<file path="src/rtl/dmem_arb_pkg.sv">
// Shared encodings and sizes for the data-memory arbiter.
// Optional build macro used by the top: DMEM_ARB_PERF_EN.
package dmem_arb_pkg;

  typedef enum logic [1:0] {
    ST_IDLE = 2'd0,
    ST_CPU  = 2'd1,
    ST_DMA  = 2'd2
  } state_t;

  localparam int DEF_IO_BIT = 10;
  localparam int CNT_W      = 4;

endpackage

</file>
<file path="src/rtl/dmem_arb_port_mux.sv">
// Steers the granted requester onto the RAM/IO bus, decodes IO versus RAM,
// and returns read data only to the requester that owns the current access.
module dmem_arb_port_mux
  import dmem_arb_pkg::*;
#(
  parameter int ADDR_W = 10,
  parameter int IO_BIT = DEF_IO_BIT
) (
  input  state_t              grant,
  input  logic                c_req,
  input  logic                c_we,
  input  logic [ADDR_W:0]     c_addr,
  input  logic [31:0]         c_wdata,
  input  logic                d_req,
  input  logic                d_we,
  input  logic [ADDR_W:0]     d_addr,
  input  logic [31:0]         d_wdata,
  input  logic [31:0]         mem_spo,
  input  logic [31:0]         io_din,
  output logic                c_ack,
  output logic [31:0]         c_rdata,
  output logic                d_ack,
  output logic [31:0]         d_rdata,
  output logic [ADDR_W-3:0]   mem_a,
  output logic [31:0]         mem_d,
  output logic                mem_we,
  output logic [7:0]          io_addr,
  output logic [31:0]         io_dout,
  output logic                io_we
);

  logic              c_sel;
  logic              d_sel;
  logic              we;
  logic [ADDR_W:0]   addr;
  logic [31:0]       wdata;
  logic [31:0]       rdata;

  assign c_sel = (grant == ST_CPU) && c_req;
  assign d_sel = (grant == ST_DMA) && d_req;

  always_comb begin
    we    = 1'b0;
    addr  = '0;
    wdata = '0;
    if (c_sel) begin
      we    = c_we;
      addr  = c_addr;
      wdata = c_wdata;
    end else if (d_sel) begin
      we    = d_we;
      addr  = d_addr;
      wdata = d_wdata;
    end
  end

  // An idle or withdrawn grant leaves addr/wdata/we at zero, so the bus idles at 0.
  always_comb begin
    mem_a   = addr[ADDR_W-1:2];
    mem_d   = '0;
    mem_we  = 1'b0;
    io_addr = '0;
    io_dout = '0;
    io_we   = 1'b0;
    rdata   = mem_spo;
    if (addr[IO_BIT]) begin
      io_addr = addr[7:0];
      io_dout = wdata;
      io_we   = we;
      rdata   = io_din;
    end else begin
      mem_d   = wdata;
      mem_we  = we;
    end
  end

  assign c_ack   = c_sel;
  assign d_ack   = d_sel;
  assign c_rdata = c_sel ? rdata : 32'd0;
  assign d_rdata = d_sel ? rdata : 32'd0;

endmodule

</file>
<file path="src/rtl/dmem_arbiter.sv">
// Two-port arbiter (CPU MEM stage, DMA loader) for the data RAM and IO window.
// Define DMEM_ARB_PERF_EN to add the stall/grant performance counters.
module dmem_arbiter
  import dmem_arb_pkg::*;
#(
  parameter int ADDR_W    = 10,
  parameter int IO_BIT    = DEF_IO_BIT,
  parameter int MAX_WAIT  = 4,
  parameter int BURST_MAX = 8
) (
  input  logic              clk,
  input  logic              rst,
  input  logic              c_req,
  input  logic              c_we,
  input  logic [ADDR_W:0]   c_addr,
  input  logic [31:0]       c_wdata,
  output logic              c_ack,
  output logic [31:0]       c_rdata,
  input  logic              d_req,
  input  logic              d_we,
  input  logic              d_lock,
  input  logic [ADDR_W:0]   d_addr,
  input  logic [31:0]       d_wdata,
  output logic              d_ack,
  output logic [31:0]       d_rdata,
  output logic [ADDR_W-3:0] mem_a,
  output logic [31:0]       mem_d,
  output logic              mem_we,
  input  logic [31:0]       mem_spo,
  output logic [7:0]        io_addr,
  output logic [31:0]       io_dout,
  output logic              io_we,
  input  logic [31:0]       io_din,
`ifdef DMEM_ARB_PERF_EN
  output logic [31:0]       perf_cstall,
  output logic [31:0]       perf_dgrant,
`endif
  output logic [1:0]        dbg_state
);

  // Handshake: a requester holds x_req (and its address/data) until it sees
  // x_ack in the same cycle; each cycle with x_req & x_ack is one access.

  state_t             state;
  state_t             nxt;
  logic [CNT_W-1:0]   wait_cnt;
  logic [CNT_W-1:0]   beat_cnt;
  logic               starve;
  logic               lock_hold;

  // The counters are registered, so a DMA ack this cycle already counts:
  // the starved DMA is not re-forced and the final locked beat ends the lock.
  assign starve    = d_req && (int'(wait_cnt) == MAX_WAIT) && !d_ack;
  assign lock_hold = (state == ST_DMA) && d_req && d_lock &&
                     ((int'(beat_cnt) + 1) < BURST_MAX);

  always_comb begin
    nxt = ST_IDLE;
    if (starve)         nxt = ST_DMA;
    else if (lock_hold) nxt = ST_DMA;
    else if (c_req)     nxt = ST_CPU;
    else if (d_req)     nxt = ST_DMA;
  end

  always_ff @(posedge clk or negedge rst) begin
    if (!rst) begin
      state    <= ST_IDLE;
      wait_cnt <= '0;
      beat_cnt <= '0;
    end else begin
      state <= nxt;
      if (!d_req || d_ack)
        wait_cnt <= '0;
      else if (int'(wait_cnt) < MAX_WAIT)
        wait_cnt <= wait_cnt + CNT_W'(1);
      if ((nxt != ST_DMA) || !d_lock)
        beat_cnt <= '0;
      else if (d_ack && (int'(beat_cnt) < BURST_MAX))
        beat_cnt <= beat_cnt + CNT_W'(1);
    end
  end

  assign dbg_state = state;

  dmem_arb_port_mux #(
    .ADDR_W (ADDR_W),
    .IO_BIT (IO_BIT)
  ) u_mux (
    .grant   (state),
    .c_req   (c_req),
    .c_we    (c_we),
    .c_addr  (c_addr),
    .c_wdata (c_wdata),
    .d_req   (d_req),
    .d_we    (d_we),
    .d_addr  (d_addr),
    .d_wdata (d_wdata),
    .mem_spo (mem_spo),
    .io_din  (io_din),
    .c_ack   (c_ack),
    .c_rdata (c_rdata),
    .d_ack   (d_ack),
    .d_rdata (d_rdata),
    .mem_a   (mem_a),
    .mem_d   (mem_d),
    .mem_we  (mem_we),
    .io_addr (io_addr),
    .io_dout (io_dout),
    .io_we   (io_we)
  );

`ifdef DMEM_ARB_PERF_EN
  always_ff @(posedge clk or negedge rst) begin
    if (!rst) begin
      perf_cstall <= '0;
      perf_dgrant <= '0;
    end else begin
      if (c_req && !c_ack) perf_cstall <= perf_cstall + 32'd1;
      if (d_ack)           perf_dgrant <= perf_dgrant + 32'd1;
    end
  end
`endif

endmodule

</file>
<file path="config.mk">
export PLATFORM = sky130hd
export DESIGN_NAME = dmem_arbiter
export DESIGN_NICKNAME = d
export VERILOG_FILES = /design/src/rtl/dmem_arb_pkg.sv /design/src/rtl/dmem_arb_port_mux.sv /design/src/rtl/dmem_arbiter.sv
export SDC_FILE = /design/constraint.sdc
export NUM_CORES = 1
export LEC_CHECK = 0
export ABC_AREA = 1
export CAP_MARGIN = 10
export CORE_AREA = 2 2 118 120
export DETAILED_ROUTE_END_ITERATION = 16
export DIE_AREA = 0 0 120 122
export GPL_TIMING_DRIVEN = 0
export SLEW_MARGIN = 20
export SYNTH_ARGS = -nofsm -noshare
export SYNTH_HDL_FRONTEND = slang
export SYNTH_SLANG_ARGS = --single-unit
</file>
<file path="constraint.sdc">
create_clock -name clk -period 1.3 [get_ports clk]
set_input_delay 0.26 -clock clk [delete_from_list [all_inputs] [get_ports clk]]
set_output_delay 0.26 -clock clk [all_outputs]
set_load 0.005 [all_outputs]
</file>
==> results.md, run 1 <==
* Run status: complete, but fails checks
* Failing checks: setup timing
* Pwr Total at 3.10 mW
* Synth Area in Compound Gates at 16.7%
* Diodes inserted at 0
* Core Area at 13500 µm²
* Gr ovfl total at 0
* Fin crit period at 2.17 ns
* Gpl congestion at 0.821
* First-pass GRT wire length at 22600 µm
* Num CTS Buffers at 3
* Reg area at 253 µm²
* Vert. Die Dim at 122 µm
* Via density at 4.03
* Critical path endpoint category: primary output
* Number of routed nets with antenna violations at 0
* Mux contribution to synthesized area at 0%
* Syn avg cell area at 4.63 µm²
* Final Hold Fails at 0
* Placement Setup Slack at -1.43 ns
* Top Family by Delay on Critical Path: buffers and inverters
* Largest family of logic cells by synthesized area: simple AND/OR/NAND/NOR gates
* IO Count at 307
* Largest net degree at the start of global routing at 11
* NumNets Final at 1089
* Drc violations at 0
* Worst setup margin at -0.870 ns
* Cell count after synthesis at 537
* Clock Latency Late Sink at 0.24 ns
* Tot GR Track Use at 19.5%
* Hold Crit Class: input pin to async pin
* Iteration-0 DRC Markers at 132
* Starting Density at 18.4%
* # hold bufs at CTS at 0
* Relative slew slack at 69.5%
* Synth Area in Simple Gates at 36.4%
* Distinct cells, synth at 24
* Clock buffer depth at 2
* Number of max-cap violations at 0
* Area of the multi-input gates at 2210 µm²
* H-tree Lvls at 1
* Buffer type at the clock tree root: clkbuf_16
* Synthesized-area fraction occupied by adder cells at 1.51%
* DP Wirelength at 11400 µm
* Clock tree from TritonCTS: built
* Syn-to-layout area delta at 196%
* Synth top area share at 28.1%
* Peak supply drop at 0.713 mV
* IO buf count at 306
* RSZ-0062 raised after global routing: true
* Fin crit share at 167%
* Largest cells by area after synthesis: inv_1 (28%), nor2_1 (17%), nand2_1 (17%)
* Synth area leader: inv_1
* Post-Route Skew at 0.00218 ns
* Worst-path clk slew at 0.04 ns
* Crit path DAT at 1.91 ns
* Flops & latches, synth at 10
* Worst path max stage delay at 0.43 ns
* Seq/Total Area, Yosys at 10.1%
* Layout cell share with drive strength beyond 1 at 43.4%
* Clock sinks at 10
* FP Rows at 43
* Post-synthesis xor/xnor area fraction at 0.353%
* Post-Place Cells at 1023
* Die area at 14600 µm²
* Crit-path cells: inv_2 -> nand4_1 -> o21ai_4 -> buf_12 -> buf_12 -> buf_8 -> buf_6 -> buf_6 -> nand2_4 -> o21ai_2 -> nor2_1 -> buf_2
* Layout fillers at 1353
* Startpoint Class: flop
* WL per Instance at 14.3 µm
* Vias in the first global route at 4143
* Leak at 4.15 nW
* Pwr/cell area at 421 nW/µm²
* Critical path class: flop to primary output
* First-pass DRT Iterations at 4
* Via count at 4468
* Max Clock Freq at 461 MHz
* Fin cells at 1108
* CP required at 1.04 ns
* Syn Nets at 697
* YS warnings at 0
* Worst Tran Pin Value at 0.457 ns
* Mapped Area at 2480 µm²
* Final setup fails at 150
* Slew Limit Fails at 0
* Antenna violations before repair at 0
* Die width at 120 µm
* CP max-delay cell: dfrtp_2
* Buf/Inv on CP at 7
* Critical path fanouts, max at 7
* Detailed Route WL at 15900 µm
[report_power, final]
part           internal, mW  switching [mW]
logic                  1.24           0.897
registers             0.328          0.0123
clock network         0.463           0.153
[registers in the layout, summed over array words and instances, names as in the netlist]
name,flops
wait_cnt,4
dbg_state,2
beat_cnt,4
[metrics by stage]
stage / utilization [%] / setup TNS (ns) / instance area (µm²) / hold slack, ns
3_3_place_gp: 44.3 / -178.51 / 5980 / 0.511
3_5_place_dp: 44.3 / -179.84 / 5980 / 0.521
5_1_grt: 54.4 / -125.79 / 7350 / 0.385
6_report: 54.4 / -111.46 / 7350 / 0.341
2_1_floorplan: - / -19.93 / 2690 / -0.0356
4_1_cts: 51.3 / -120.78 / 6930 / 0.354
[area by class of cell]
type	count	share of cell area, %
multi-input combinational	309	30.0
timing repair buffer	389	47.5
sequential	10	3.44
buffer	29	5.09
tap	180	3.06
inverter	187	9.62
clock buffer	4	1.21
[cell families after synthesis]
group	after synthesis
buf+inv	218
simple gates	233
fa+ha+maj	3
xor+xnor	1
compound gates	72
flops	10
[final timing paths]
check	start	end	slack, ns	cells after the start
min in group clk	c_req	dbg_state[0]	0.48	3
min reg2reg	wait_cnt[2]	wait_cnt[2]	0.52	2
max in group asynchronous	rst	dbg_state[0]	0.62	1
max reg2reg	dbg_state[1]	beat_cnt[2]	-0.04	8
min	rst	wait_cnt[3]	0.34	1
max	dbg_state[0]	d_rdata[2]	-0.87	12
[placed cells by master, fill, tap and decap left out, types with 2 or more instances in the layout]
cell / n
a22o_1: 2
buf_12: 12
buf_16: 4
buf_2: 112
buf_4: 30
buf_6: 45
buf_8: 20
clkbuf_16: 5
clkbuf_2: 12
clkdlybuf4s15_1: 2
clkdlybuf4s15_2: 9
clkdlybuf4s50_1: 162
dfrtp_1: 8
dfrtp_2: 2
dlygate4sd2_1: 6
ha_1: 2
inv_1: 168
inv_2: 18
nand2_1: 64
nand2_2: 30
nand2_4: 16
nand3_1: 3
nand4_1: 3
nor2_1: 92
nor2_2: 13
nor2_4: 8
o21ai_0: 2
o21ai_2: 19
o21ai_4: 13
o22ai_1: 4
o22ai_2: 9
o22ai_4: 20
[per-layer routing]
layer  vias up  wire length, µm  GRT usage [%]
met5         -                0              0
met4         0              154           2.65
met3        11              937           3.37
met2       164             8180           35.6
met1      1983             6610           24.6
li1       2310                -              -
[worst register-to-register path, cell delays in order (launching register included)]
cell,delay [ns]
dfrtp_2,0.39
buf_4,0.12
nand3_2,0.15
nor2_1,0.28
nand2_1,0.08
nand2_1,0.07
nand2_1,0.05
inv_1,0.05
nor2_1,0.04
[timing repair]
| action | 4_1_cts | 5_1_grt |
|---|---|---|
| setup buffers | 61 | 18 |
| pin swaps | 30 | 22 |
| endpoints found under the setup margin | 154 | 152 |
| cloned | 9 | 2 |
| resized for setup | 694 | 158 |
[cell usage after synthesis]
library cell	n
o21ai_0	2
dfrtp_1	10
nand2_1	110
nand4_1	3
a211oi_1	1
nand3_1	3
o22ai_1	33
clkbuf_1	8
buf_1	2
ha_1	3
nor2_1	113
nand3b_1	1
buf_2	13
a21oi_1	1
xnor2_1	1
nor3_1	1
o21ai_2	1
o21ai_1	32
inv_2	1
buf_6	1
a22o_1	2
nand3_2	2
inv_1	186
buf_4	7
No activity file was read; power rests on OpenSTA's default activity.
==> run 2, diff against run 1 <==
SKIP_CTS_REPAIR_TIMING = 1   (was unset)
==> results.md, run 2 (synthesis results as in run 1) <==
* Layout fillers at 1414 (was 1353)
* Core Area at 13500 µm² (unchanged)
* FP Rows at 43 (unchanged)
* First-pass GRT wire length at 20200 µm (was 22600 µm)
* Most frequent cells in the layout: inv_1 (157), clkdlybuf4s50_1 (155), nor2_1 (93) (was inv_1 (168), clkdlybuf4s50_1 (162), buf_2 (112))
* Failing checks: setup timing (unchanged)
* Slew Limit Fails at 0 (unchanged)
* Num CTS Buffers at 3 (unchanged)
* Critical path class: flop to primary output (unchanged)
* IO Count at 307 (unchanged)
* RSZ-0062 raised after global routing: true (unchanged)
* Post-Route Skew at 0.00231 ns (was 0.00218 ns)
* CP required at 1.04 ns (about the same)
* Layout cell share with drive strength beyond 1 at 41.5% (was 43.4%)
* Run status: complete, but fails checks (unchanged)
* Reg area at 253 µm² (unchanged)
* Die width at 120 µm (unchanged)
* Vias in the first global route at 3764 (was 4143)
* Startpoint Class: flop (unchanged)
* Largest net degree at the start of global routing at 11 (unchanged)
* Fin crit period at 2.14 ns (was 2.17 ns)
* Clock sinks at 10 (unchanged)
* IO buf count at 306 (unchanged)
* Number of max-cap violations at 0 (unchanged)
* Tot GR Track Use at 17.3% (was 19.5%)
* Worst setup margin at -0.841 ns (was -0.870 ns)
* Relative slew slack at 68.1% (was 69.5%)
* Clock buffer depth at 2 (unchanged)
* Critical path endpoint category: primary output (unchanged)
* Max Clock Freq at 467 MHz (was 461 MHz)
* Final Hold Fails at 0 (unchanged)
* Via density at 4.02 (was 4.03)
* Setup TNS at -108.26 ns (was -111.46 ns)
* Worst Tran Pin Value at 0.477 ns (was 0.457 ns)
* Util after Layout at 50.6% (was 54.4%)
* Worst-path clk slew at 0.04 ns (about the same)
* Final setup fails at 149 (was 150)
* Crit path DAT at 1.88 ns (was 1.91 ns)
* Detailed Route WL at 15100 µm (was 15900 µm)
* Buffer type at the clock tree root: clkbuf_16 (unchanged)
* DP Wirelength at 11400 µm (unchanged)
* Hold Crit Class: input pin to async pin (unchanged)
* First-pass DRT Iterations at 4 (unchanged)
* Via count at 4295 (was 4468)
* Clock Latency Late Sink at 0.24 ns (about the same)
* Vert. Die Dim at 122 µm (unchanged)
* Gr ovfl total at 0 (unchanged)
* Peak supply drop at 0.716 mV (was 0.713 mV)
* Critical path fanouts, max at 6 (was 7)
* Number of routed nets with antenna violations at 0 (unchanged)
* Starting Density at 18.4% (unchanged)
* Pwr/cell area at 418 nW/µm² (was 421 nW/µm²)
* Fin crit share at 165% (was 167%)
* Diodes inserted at 0 (unchanged)
* Die area at 14600 µm² (unchanged)
* NumNets Final at 1050 (was 1089)
* Iteration-0 DRC Markers at 147 (was 132)
* WL per Instance at 14.2 µm (was 14.3 µm)
* Antenna violations before repair at 0 (unchanged)
* Area of the multi-input gates at 2080 µm² (was 2210 µm²)
* Clock tree from TritonCTS: built (unchanged)
* Leak at 4.13 nW (was 4.15 nW)
* Most common cell after layout, fill and taps aside: inv_1 (unchanged)
* Syn-to-layout area delta at 175% (was 196%)
* Drc violations at 0 (unchanged)
* H-tree Lvls at 1 (unchanged)
* Gpl congestion at 0.821 (unchanged)
==> run 2: cell count changes in the layout (fill, tap and decap cells not counted), sizes merged <==
cell           change
clkbuf            +82
dlygate4sd2        -6
buf              -116
clkdlybuf4s15     -11
clkdlybuf4s50      -7
dlymetal6s2s      +19
==> run 2: metal layers <==
metal / share of wire (%) / track usage (%) / vias up
met5: 0 / 0 / -
met4: 1.4 / 3.31 / 0
met3: 6.5 / 3.28 / 17
met2: 50 / 30.6 / 183
met1: 42 / 21.9 / 1861
li1: - / - / 2234
==> run 2: where the power goes <==
part | total [mW] | switching, mW | internal (mW)
Clock | 0.624 | 0.160 | 0.464
Combinational | 1.89 | 0.814 | 1.07
Sequential | 0.342 | 0.0135 | 0.328
==> run 2: final timing paths <==
path / from / depth (start not counted) / end / slack (ns)
setup / recovery: dbg_state[0] / 9 / c_rdata[7] / -0.84
hold / removal: rst / 1 / wait_cnt[2] / 0.35
setup reg to reg: dbg_state[1] / 7 / beat_cnt[3] / 0
hold reg to reg: wait_cnt[2] / 2 / wait_cnt[2] / 0.52
max in group asynchronous: rst / 1 / dbg_state[0] / 0.60
min in group clk: c_req / 3 / dbg_state[0] / 0.38
==> run 2: area by class of cell <==
cell class	count	area share [%]
repair buffers	348	45.0
multi-input cells	309	30.5
inverters	187	10.3
plain buffers	31	5.82
flip-flops and latches	10	3.70
well taps	180	3.29
clock buffers	4	1.30
==> run 2: worst max-delay path, cell delays in order, from the launching register on <==
cell and delay, ns:
dfrtp_2 0.44, inv_4 0.09, nand4_1 0.17, o21ai_4 0.17
buf_8 0.18, buf_12 0.13, buf_12 0.14, o21ai_4 0.07
nor2_1 0.09, clkbuf_2 0.14
==> run 2: per-stage QoR <==
step / setup slack, ns / area (µm²) / hold WS (ns) / total power [mW] / std cells
global placement: -1.42 / 5980 / 0.511 / 1.88 / 1023
CTS: -1.44 / 6060 / 0.354 / 2.53 / 1027
finish: -0.841 / 6840 / 0.347 / 2.85 / 1069
global route: -0.952 / 6840 / 0.391 / 3.04 / 1069
detailed placement: -1.43 / 5980 / 0.521 / 1.88 / 1023
floorplan: -0.173 / 2690 / -0.0356 / 0.919 / 537
==> run 3, diff against run 2 <==
clock period = 2.39 ns   (was 1.3 ns; I/O delays follow)
==> results.md, run 3 (synthesis results as in run 1) <==
* Vert. Die Dim at 122 µm (unchanged)
* RSZ-0062 raised after global routing: true (unchanged)
* Worst-path clk slew at 0.04 ns (about the same)
* Switching power at 0.503 mW (was 0.987 mW)
* DP Area at 5770 µm² (was 5980 µm²)
* DP Wirelength at 11200 µm (was 11400 µm)
* IO Count at 307 (unchanged)
* Gpl congestion at 0.804 (was 0.821)
* Clock Latency Late Sink at 0.24 ns (about the same)
* Final Hold Fails at 0 (unchanged)
* IO buf count at 306 (unchanged)
* Final setup fails at 67 (was 149)
* Clock buffer depth at 2 (unchanged)
* Max Clock Freq at 382 MHz
* Die width at 120 µm (unchanged)
* Gr ovfl total at 0 (unchanged)
* Number of routed nets with antenna violations at 0 (unchanged)
* Peak supply drop at 0.342 mV (was 0.716 mV)
* First-pass DRT Iterations at 4 (unchanged)
* Antenna violations before repair at 0 (unchanged)
* Leak at 4.79 nW (was 4.13 nW)
* Util after Layout at 51.1% (was 50.6%)
* Fin crit share at 110%
* Startpoint Class: flop (unchanged)
* Tot GR Track Use at 17.1% (was 17.3%)
* Largest net degree at the start of global routing at 11 (unchanged)
* Run status: complete, but fails checks (unchanged)
* Switch share at 33.0% (was 34.6%)
* Logic pwr share at 65.7% (was 66.2%)
* Num CTS Buffers at 3 (unchanged)
* Setup TNS at -3.26 ns (was -108.26 ns)
* Placement Setup Slack at -0.766 ns (was -1.43 ns)
* Clock sinks at 10 (unchanged)
* Number of max-cap violations at 0 (unchanged)
* Clock tree from TritonCTS: built (unchanged)
* FP Rows at 43 (unchanged)
* Starting Density at 18.4% (unchanged)
* NumNets Final at 1052 (was 1050)
* Slew Limit Fails at 0 (unchanged)
* Iteration-0 DRC Markers at 128 (was 147)
* Drc violations at 0 (unchanged)
* Detailed Route WL at 14900 µm (was 15100 µm)
* Most common cell after layout, fill and taps aside: inv_1 (unchanged)
* Via density at 4.04 (was 4.02)
* Worst setup margin at -0.228 ns (was -0.841 ns)
* WL per Instance at 13.9 µm (was 14.2 µm)
* Buffer type at the clock tree root: clkbuf_16 (unchanged)
* Critical path class: flop to primary output (unchanged)
* CP required at 1.91 ns (was 1.04 ns)
* Pwr/cell area at 221 nW/µm² (was 418 nW/µm²)
* Via count at 4327 (was 4295)
* Crit path DAT at 2.14 ns (was 1.88 ns)
* Critical path fanouts, max at 10 (was 6)
* Clock network fraction of total power at 22.0% (was 21.9%)
* Syn-to-layout area delta at 178% (was 175%)
* Hold Crit Class: flop to flop (was input pin to async pin)
* Core Area at 13500 µm² (unchanged)
* Most frequent cells in the layout: inv_1 (181), clkdlybuf4s50_1 (162), nor2_1 (110) (was inv_1 (157), clkdlybuf4s50_1 (155), nor2_1 (93))
* H-tree Lvls at 1 (unchanged)
* Critical path endpoint category: primary output (unchanged)
* Failing checks: setup timing (unchanged)
* Hold_ws at 0.523 ns (was 0.347 ns)
* Fin crit period at 2.62 ns
* Post-Route Skew at 0.00411 ns (was 0.00231 ns)
* Pint at 1.02 mW (was 1.87 mW)
* Vias in the first global route at 3775 (was 3764)
* Cell area after layout at 6900 µm² (was 6840 µm²)
* Flop pwr share at 12.3% (was 12.0%)
* First-pass GRT wire length at 20200 µm (about the same)
* Layout cell share with drive strength beyond 1 at 27.5% (was 41.5%)
* Diodes inserted at 0 (unchanged)
* Worst Tran Pin Value at 0.542 ns (was 0.477 ns)
* Relative slew slack at 63.8% (was 68.1%)
* Die area at 14600 µm² (unchanged)
[run 3: cell count changes in the layout (fill, tap and decap cells not counted), moves of 17 or more]
cell,delta
dlymetal6s2s_1,+43
nor2_1,+17
clkbuf_2,-41
inv_2,-23
inv_1,+24
nand2_1,+23
nand2_2,-22
[run 3: through the flow]
stage / std cells / power (mW)
final: 1071 / 1.52
after global routing: 1071 / 1.63
after CTS: 1027 / 1.33
after detailed placement: 1023 / 0.983
after global placement: 1023 / 0.983
after floorplan: 537 / 0.461
[run 3: worst max-delay path, stage by stage (launching register included)]
cell and delay (ns):
dfrtp_2 0.43, inv_2 0.08, nand3_4 0.10, o21ai_4 0.29
clkbuf_4 0.33, o21ai_2 0.08, nor2_1 0.08, clkdlybuf4s50_1 0.50
[run 3: final timing paths]
path / startpoint / end / slack (ns) / cells past startpoint
max in group asynchronous: rst / dbg_state[1] / 1.49 / 1
max: dbg_state[1] / c_rdata[3] / -0.23 / 7
min reg2reg: wait_cnt[2] / wait_cnt[2] / 0.52 / 2
min in group asynchronous: rst / beat_cnt[1] / 0.56 / 1
max reg2reg: dbg_state[1] / beat_cnt[1] / 1.07 / 8
min: wait_cnt[2] / wait_cnt[2] / 0.52 / 2
[run 3: final cells by class]
type | instances | area [µm²]
fillers | 1346 | 6600
repair buffers | 350 | 3400
multi-input cells | 309 | 1860
inverters | 187 | 704
plain buffers | 31 | 375
flip-flops and latches | 10 | 253
well taps | 180 | 225
clock buffers | 4 | 88.8
[run 3: routing by layer]
metal	part of all wire, %	vias up	wire length (µm)	global-route usage [%]
met5	0	-	0	0
met4	1.3	0	187	2.94
met3	5.9	18	872	3.32
met2	51	159	7640	31.1
met1	42	1911	6200	21.1
li1	-	2239	-	-
[run 3: power groups by stage]
stage	registers [mW]	clock network (mW)	logic [mW]
floorplan	0.187	0	0.275
global placement	0.188	0	0.795
detailed placement	0.188	0	0.795
CTS	0.186	0.343	0.799
global route	0.188	0.354	1.08
finish	0.187	0.335	1.00
